### config.mk
export PLATFORM = sky130hd
export DESIGN_NAME = ysyx_220053_trap_ctrl
export DESIGN_NICKNAME = d
export VERILOG_FILES = /design/src/rtl/ysyx_220053_trap_ctrl_pkg.sv /design/src/rtl/ysyx_220053_trap_ctrl.sv
export SDC_FILE = /design/constraint.sdc
export NUM_CORES = 1
export LEC_CHECK = 0
export CORE_AREA = 3 3 167 169
export CTS_CLUSTER_SIZE = 28
export DETAILED_ROUTE_END_ITERATION = 10
export DIE_AREA = 0 0 170 172
export GPL_TIMING_DRIVEN = 0
export PLACE_DENSITY = 0.6
export SYNTH_ARGS = -nofsm -noshare
export SYNTH_HDL_FRONTEND = slang
export SYNTH_SLANG_ARGS = --single-unit
### constraint.sdc
create_clock -name clk -period 7.4 [get_ports clk]
set_input_delay 2.22 -clock clk [delete_from_list [all_inputs] [get_ports clk]]
set_output_delay 2.22 -clock clk [all_outputs]
set_load 0.05 [all_outputs]
### src/rtl/ysyx_220053_trap_ctrl_pkg.sv
// Shared constants for the trap controller: FSM state encoding, the CSR
// addresses the trap path touches, and the cause codes reported on entry.
package ysyx_220053_trap_ctrl_pkg;

  localparam logic [1:0] ST_IDLE = 2'd0;
  localparam logic [1:0] ST_SAVE = 2'd1;
  localparam logic [1:0] ST_JUMP = 2'd2;

  localparam logic [11:0] CSR_MTVEC  = 12'h305;
  localparam logic [11:0] CSR_MEPC   = 12'h341;
  localparam logic [11:0] CSR_MCAUSE = 12'h342;

  localparam logic [63:0] TRAP_CAUSE_ECALL = 64'hb;
  localparam logic [63:0] TRAP_CAUSE_TIMER = 64'h8000_0000_0000_0007;

endpackage

### src/rtl/ysyx_220053_trap_ctrl.sv
// Trap controller between execute and the CSR file. Takes ecall/mret
// requests, pulses the CSR trap-entry input for one cycle on ecall, and
// issues a PC redirect with flush to fetch over a valid/ready handshake.
// Optional feature macro: TRAP_TIMER_IRQ_EN (timer interrupt as trap source).
module ysyx_220053_trap_ctrl
  import ysyx_220053_trap_ctrl_pkg::*;
(
  input  logic        clk,
  input  logic        rst,
  input  logic        req_valid,
  output logic        req_ready,
  input  logic        req_ecall,
  input  logic        req_mret,
  input  logic [63:0] req_pc,
  input  logic [63:0] mtvec_i,
  input  logic [63:0] mepc_i,
  output logic        csr_ecall,
  output logic [63:0] csr_epc,
  output logic [63:0] cause,
  output logic        flush,
  output logic        redir_valid,
  input  logic        redir_ready,
  output logic [63:0] redir_pc,
  output logic [31:0] trap_cnt,
  input  logic        timer_irq,
  input  logic        irq_en
);

  logic [1:0]  state_q, state_d;
  logic [63:0] pc_q, pc_d;
  logic [63:0] tgt_q, tgt_d;
  logic [63:0] cause_q, cause_d;
  logic [31:0] cnt_q, cnt_d;
  logic        idle;
  logic        accept;
  logic        irq_take;

  assign idle = (state_q == ST_IDLE);

`ifdef TRAP_TIMER_IRQ_EN
  logic        irq_q, irq_d;
  logic [63:0] last_pc_q, last_pc_d;
  logic        unused_mtvec;
  assign unused_mtvec = ^mtvec_i[1:0];
  // A pending enabled timer interrupt blocks request acceptance while idle.
  assign irq_take = idle && timer_irq && irq_en;
`else
  logic        unused_in;
  assign unused_in = ^{timer_irq, irq_en, mtvec_i[1:0]};
  assign irq_take  = 1'b0;
`endif

  assign req_ready   = idle && !irq_take;
  assign accept      = req_valid && req_ready;
  assign csr_ecall   = (state_q == ST_SAVE);
  assign csr_epc     = pc_q;
  assign cause       = cause_q;
  assign flush       = !idle;
  assign redir_valid = (state_q == ST_JUMP);
  assign redir_pc    = tgt_q;
  assign trap_cnt    = cnt_q;

  // Next-state, latched PC/target, cause and counter updates.
  always_comb begin
    state_d = state_q;
    pc_d    = pc_q;
    tgt_d   = tgt_q;
    cause_d = cause_q;
    cnt_d   = cnt_q;
`ifdef TRAP_TIMER_IRQ_EN
    irq_d     = irq_q;
    last_pc_d = last_pc_q;
    if (accept) last_pc_d = req_pc;
`endif
    case (state_q)
      ST_IDLE: begin
        if (irq_take) begin
`ifdef TRAP_TIMER_IRQ_EN
          pc_d    = req_valid ? req_pc : (last_pc_q + 64'd4);
          irq_d   = 1'b1;
          state_d = ST_SAVE;
`endif
        end else if (accept) begin
          // ecall wins when both bits are set; neither bit just consumes.
          if (req_ecall) begin
            pc_d    = req_pc;
            state_d = ST_SAVE;
`ifdef TRAP_TIMER_IRQ_EN
            irq_d   = 1'b0;
`endif
          end else if (req_mret) begin
            tgt_d   = mepc_i;
            state_d = ST_JUMP;
          end
        end
      end
      ST_SAVE: begin
        // Direct mode only: the mtvec mode bits are dropped.
        tgt_d   = {mtvec_i[63:2], 2'b00};
        cause_d = TRAP_CAUSE_ECALL;
`ifdef TRAP_TIMER_IRQ_EN
        if (irq_q) cause_d = TRAP_CAUSE_TIMER;
`endif
        cnt_d   = cnt_q + 32'd1;
        state_d = ST_JUMP;
      end
      ST_JUMP: begin
        if (redir_ready) state_d = ST_IDLE;
      end
      default: state_d = ST_IDLE;
    endcase
  end

  // State and datapath registers; reset aborts any trap in flight.
  always_ff @(posedge clk or posedge rst) begin
    if (rst) begin
      state_q <= ST_IDLE;
      pc_q    <= 64'd0;
      tgt_q   <= 64'd0;
      cause_q <= 64'd0;
      cnt_q   <= 32'd0;
    end else begin
      state_q <= state_d;
      pc_q    <= pc_d;
      tgt_q   <= tgt_d;
      cause_q <= cause_d;
      cnt_q   <= cnt_d;
    end
  end

`ifdef TRAP_TIMER_IRQ_EN
  // Interrupt-entry flag and last accepted PC for the interrupt epc.
  always_ff @(posedge clk or posedge rst) begin
    if (rst) begin
      irq_q     <= 1'b0;
      last_pc_q <= 64'd0;
    end else begin
      irq_q     <= irq_d;
      last_pc_q <= last_pc_d;
    end
  end
`endif

endmodule

; Yosys cells after proc, flatten, opt, wreduce, memory -nomap -nowiden
; Index checks and enable logic that the tools add are counted.
[word_totals]
output_inout_bits = 228
word_cells = 29
reg_bits = 163
input_bits = 200
[classes]
n_reduce_logical = 7
n_addsub = 1
n_eq_ne = 7
mux = 9
[ops]
columns = cell, n
row1 = $mux W64, 3
row2 = $pmux W64 S2, 1
row3 = $add A32 B1 Y32 const B, 1
row4 = $mux W2, 4
row5 = $ne A2 B1 Y1 const B, 3
row6 = $pmux W2 S3, 1
row7 = $reduce_and A3 Y1, 2
row8 = $reduce_and A4 Y1, 1
row9 = $ne A3 B1 Y1 const B, 1
row10 = $eq A2 B1 Y1 const B, 1
row11 = $eq A2 B2 Y1 const B, 1
row12 = $logic_not A2 Y1, 1
row13 = $ne A2 B2 Y1 const B, 1
row14 = $reduce_bool A2 Y1, 1
row15 = $logic_and A1 B1 Y1, 1
row16 = $logic_not A1 Y1, 1

; Depth between registers and ports, before layout
[depth]
depth_word = 4
depth_mapped = 6
depth_no_buf = 5

; Worst setup path before layout
; Ideal clock, no wire load.
[synth_path]
path_kind = flip-flop to output port
startpoint = register state_q[0]
endpoint = output port flush
required_time_ps = 5180
arrival_time_ps = 1360
path_stages_with_launch = 3
path_buffers = 0
setup_slack_ps = 3820
cell_sequence = dfrtp_1 nor2_2 inv_1
[synth_between]
elab_chain_cells = 2
[synth_rtl]
columns = element, line_no
row1 = start: declaration, ysyx_220053_trap_ctrl.sv:29  ; logic [1:0] state_q, state_d;
row2 = start signal: assignment, ysyx_220053_trap_ctrl.sv:123  ; state_q <= state_d;
row3 = $logic_not A2 Y1, ysyx_220053_trap_ctrl.sv:38  ; assign idle = (state_q == ST_IDLE);
row4 = net req_ready, ysyx_220053_trap_ctrl.sv:11  ; output logic req_ready,
row5 = $logic_not A1 Y1, ysyx_220053_trap_ctrl.sv:58  ; assign flush = !idle;
row6 = end: declaration, ysyx_220053_trap_ctrl.sv:20  ; output logic flush,
; The timed path passes the listed nets, and every way through them passes these cells.

; Worst setup path after layout
[layout_path]
startpoint = register state_q[0]
endpoint = output port csr_ecall
[layout_between]
elab_chain_cells = 1
[layout_rtl]
columns = element, line_no
row1 = $eq A2 B1 Y1, ysyx_220053_trap_ctrl.sv:55  ; assign csr_ecall = (state_q == ST_SAVE);
row2 = end: declaration, ysyx_220053_trap_ctrl.sv:17  ; output logic csr_ecall,
; Every way passes these cells.

==> flow_metrics.tcl <==
set metrics [dict create \
    synth_top_family_by_area "multiplexers" \
    drtAntennaViolNets 0 \
    finalSetupViolCount 0 \
    avgSynthCellArea_um2 12.5 \
    synth_area_leader_cell "dfrtp_1" \
    synthArstFlopShare 1.00 \
    synth_cells 609 \
    hold_depth 1 \
    switching_share 0.468 \
    first_pass_iters 4 \
    critPathMaxFanout 10 \
    grt_setup_unrepaired "false" \
    synthSimpleGateAreaFrac 0.0905 \
    min_to "trap_cnt[31]" \
    clockPowerShare 0.174 \
    cp.arrival_ns 2.84 \
    place_area_um2 11900 \
    die_area_um2 29200 \
    layout_common_cells "clkdlybuf4s50_1 (362), dfrtp_1 (163), nand2_1 (74)" \
    r2r_slack_ns 5.40 \
    maxCapViolations 0 \
    crit_path_end_kind "output pin" \
    combinationalPowerShare 0.554 \
    synth_compound_area_frac 0.0424 \
    cts_resized 0 \
    place.gp.congestion 0.817 \
    tightest_slew_ns 0.590 \
    synth_top_area_frac 0.535 \
    post_drt_wl_per_cell_um 16.7 \
    drive_gt1_frac 0.187 \
    grt_pass1_vias 6247 \
    cp-startpoint "state_q[0]" \
    status "complete, no violations" \
    cts_hold_buf 0 \
    reg2reg_from "state_q[0]" \
    cts_buffers 17 \
    critPathLaunchType "register" \
    cts_root_buffer "clkbuf_16" \
    grt_max_degree 91 \
    diodes 0 \
    cts_tree "yes" \
    final_nets 1252 \
    fp.dieH_um 172 \
    post-route-period-util 0.683 \
    htreeDepth 4 \
    core_area_um2 26700 \
    synth_edf_count 0 \
    finalInstanceArea_um2 12500 \
    power_density_nw_per_um2 430 \
    ys_warn_count 0 \
    start_util 0.285 \
    numPortBuffers 362 \
    required_ns 5.18 \
    synthMuxAreaShare 0.204 \
    critical_path_class "register to output pin" \
    grt_pass1_wl_mm 35.2 \
    reg2reg_to "redir_pc[57]" \
    drt_iter0_drc 175 \
    wl_mm 23.5 \
    insertion_delay_ns 0.42 \
    min_period_ns 5.06 \
    cts.sinks 163 \
    power.share.sequential 0.272 \
    grt_overflow 0 \
    grt_antenna_before_repair 0 \
    grt_usage 0.155 \
    area_growth_pct 64.7 \
    post_cts_buffers 0 \
    viasPerCell 4.20 \
    hold_viol 0 \
    stdcell_count 1405 \
    synth.distinct_cells 36 \
    fmax_mhz 198 \
    die_w_um 170 \
    relSlewSlack 0.604 \
    internal_power_w 0.00287 \
    p_leak_nw 5.38 \
    drcViolationCount 0 \
    hold_class "register to register" \
    rr_worst_depth 5 \
    clk_path_buf_depth 2 \
    place_inst 1373 \
    synth_seq_cells 163 \
    rows 60 \
    ir_drop_mv 0.234 \
    finish.utilization 0.469 \
    hold_path.startpoint "trap_cnt[31]" \
    netlist_area_um2 7620 \
    top_level_ports 428 \
    fin_skew_ns 0.00990 \
    drv_slew 0 \
    clk_pin_slew_ns 0.07 \
    synthAdderAreaFrac 0.00164 \
    netSwitchingPower_w 0.00252 \
    final_common_cell "clkdlybuf4s50_1" \
    yosys.area_share.xor_xnor 0.0356 \
    synth_flop_cell "dfrtp_1" \
    synth_seq_area_share 0.535 \
    vias 5903 \
    dp_hpwl_mm 17.8 \
    yosys-top-cells-area "dfrtp_1 (54%), mux2_4 (9.7%), mux2i_1 (8.4%)" \
]
[power by group through the flow]
| stage | Clock [W] | Sequential (W) | Combinational [W] |
|---|---|---|---|
| 6_report | 0.000936 | 0.00147 | 0.00299 |
| 5_1_grt | 0.00100 | 0.00152 | 0.00312 |
| 3_5_place_dp | 0 | 0.00147 | 0.00301 |
| 3_3_place_gp | 0 | 0.00147 | 0.00299 |
| 4_1_cts | 0.000964 | 0.00147 | 0.00302 |
| 2_1_floorplan | 0 | 0.00273 | 0.000693 |
[per-stage QoR]
| stage | TNS (ns) | power (W) | setup slack, ns | hold WS (ns) |
|---|---|---|---|---|
| after floorplan | 0 | 0.00343 | 0.775 | 0.662 |
| after global placement | -316.05 | 0.00447 | -1.95 | 0.463 |
| after detailed placement | 0 | 0.00449 | 2.67 | 0.473 |
| after CTS | 0 | 0.00545 | 2.21 | 0.484 |
| after global routing | 0 | 0.00564 | 2.11 | 0.494 |
| final | 0 | 0.00539 | 2.34 | 0.476 |
[worst max-delay path, stage by stage, from the launching register on]
cell and delay (ns):
dfrtp_1 0.56, and2b_1 0.39, buf_2 0.35, buf_2 0.28
clkdlybuf4s50_1 0.84
[sequential cells by signal, summed over array words and instances (netlist names)]
register and count:
redir_pc 64, csr_epc 64, state_q 2, cause 1, trap_cnt 32
[cells by family (layout without fill, tap and decap cells)]
family          count (synthesis)  after routing
flops                         163            163
mux                           129            129
simple gates                  124            124
buf+inv                        96            491
compound gates                 64             64
xor+xnor                       31             31
fa+ha+maj                       1              1
other cells                     1             61
[per-layer routing]
layer | GRT usage | share of wire | wire [um] | vias to the layer above
met5 | 0 | 0 | 0 | -
met3 | 0.0558 | 0.090 | 2100 | 18
li1 | - | - | - | 2829
met2 | 0.268 | 0.49 | 11600 | 263
met1 | 0.185 | 0.40 | 9480 | 2793
met4 | 0.0406 | 0.013 | 312 | 0
[how the worst max path moves through the flow]
stage | to | slack (ns) | cells past startpoint
floorplan | cause[0] | 0.78 | 1
global placement | trap_cnt[16] | -1.95 | 2
detailed placement | csr_ecall | 2.67 | 4
CTS | csr_ecall | 2.21 | 4
global route | csr_ecall | 2.11 | 4
finish | csr_ecall | 2.34 | 4
[synth_stat cells, types with 2 or more instances]
| cell | number |
|---|---|
| nor3_1 | 2 |
| nor2_1 | 7 |
| nand3_1 | 6 |
| nand2_1 | 74 |
| clkbuf_1 | 5 |
| xnor2_1 | 25 |
| buf_2 | 10 |
| nand3b_1 | 2 |
| o21ai_0 | 40 |
| nand4_1 | 12 |
| and2b_1 | 2 |
| mux2_4 | 49 |
| buf_6 | 7 |
| nand3_2 | 5 |
| mux2i_1 | 64 |
| buf_4 | 69 |
| and3_1 | 3 |
| mux2_2 | 16 |
| xor2_1 | 6 |
| inv_1 | 4 |
| o21ai_1 | 22 |
| dfrtp_1 | 163 |
| nor4_4 | 3 |
[area by class of cell]
class	instances	area (um2)
Timing Repair Buffer	363	3650
Buffer	92	669
Multi-Input combinational cell	410	3080
Fill cell	2485	14200
Clock inverter	14	188
Sequential cell	163	4080
Tap cell	341	427
Clock buffer	18	429
Inverter	4	22.5
No activity file was read; power rests on OpenSTA's default activity.
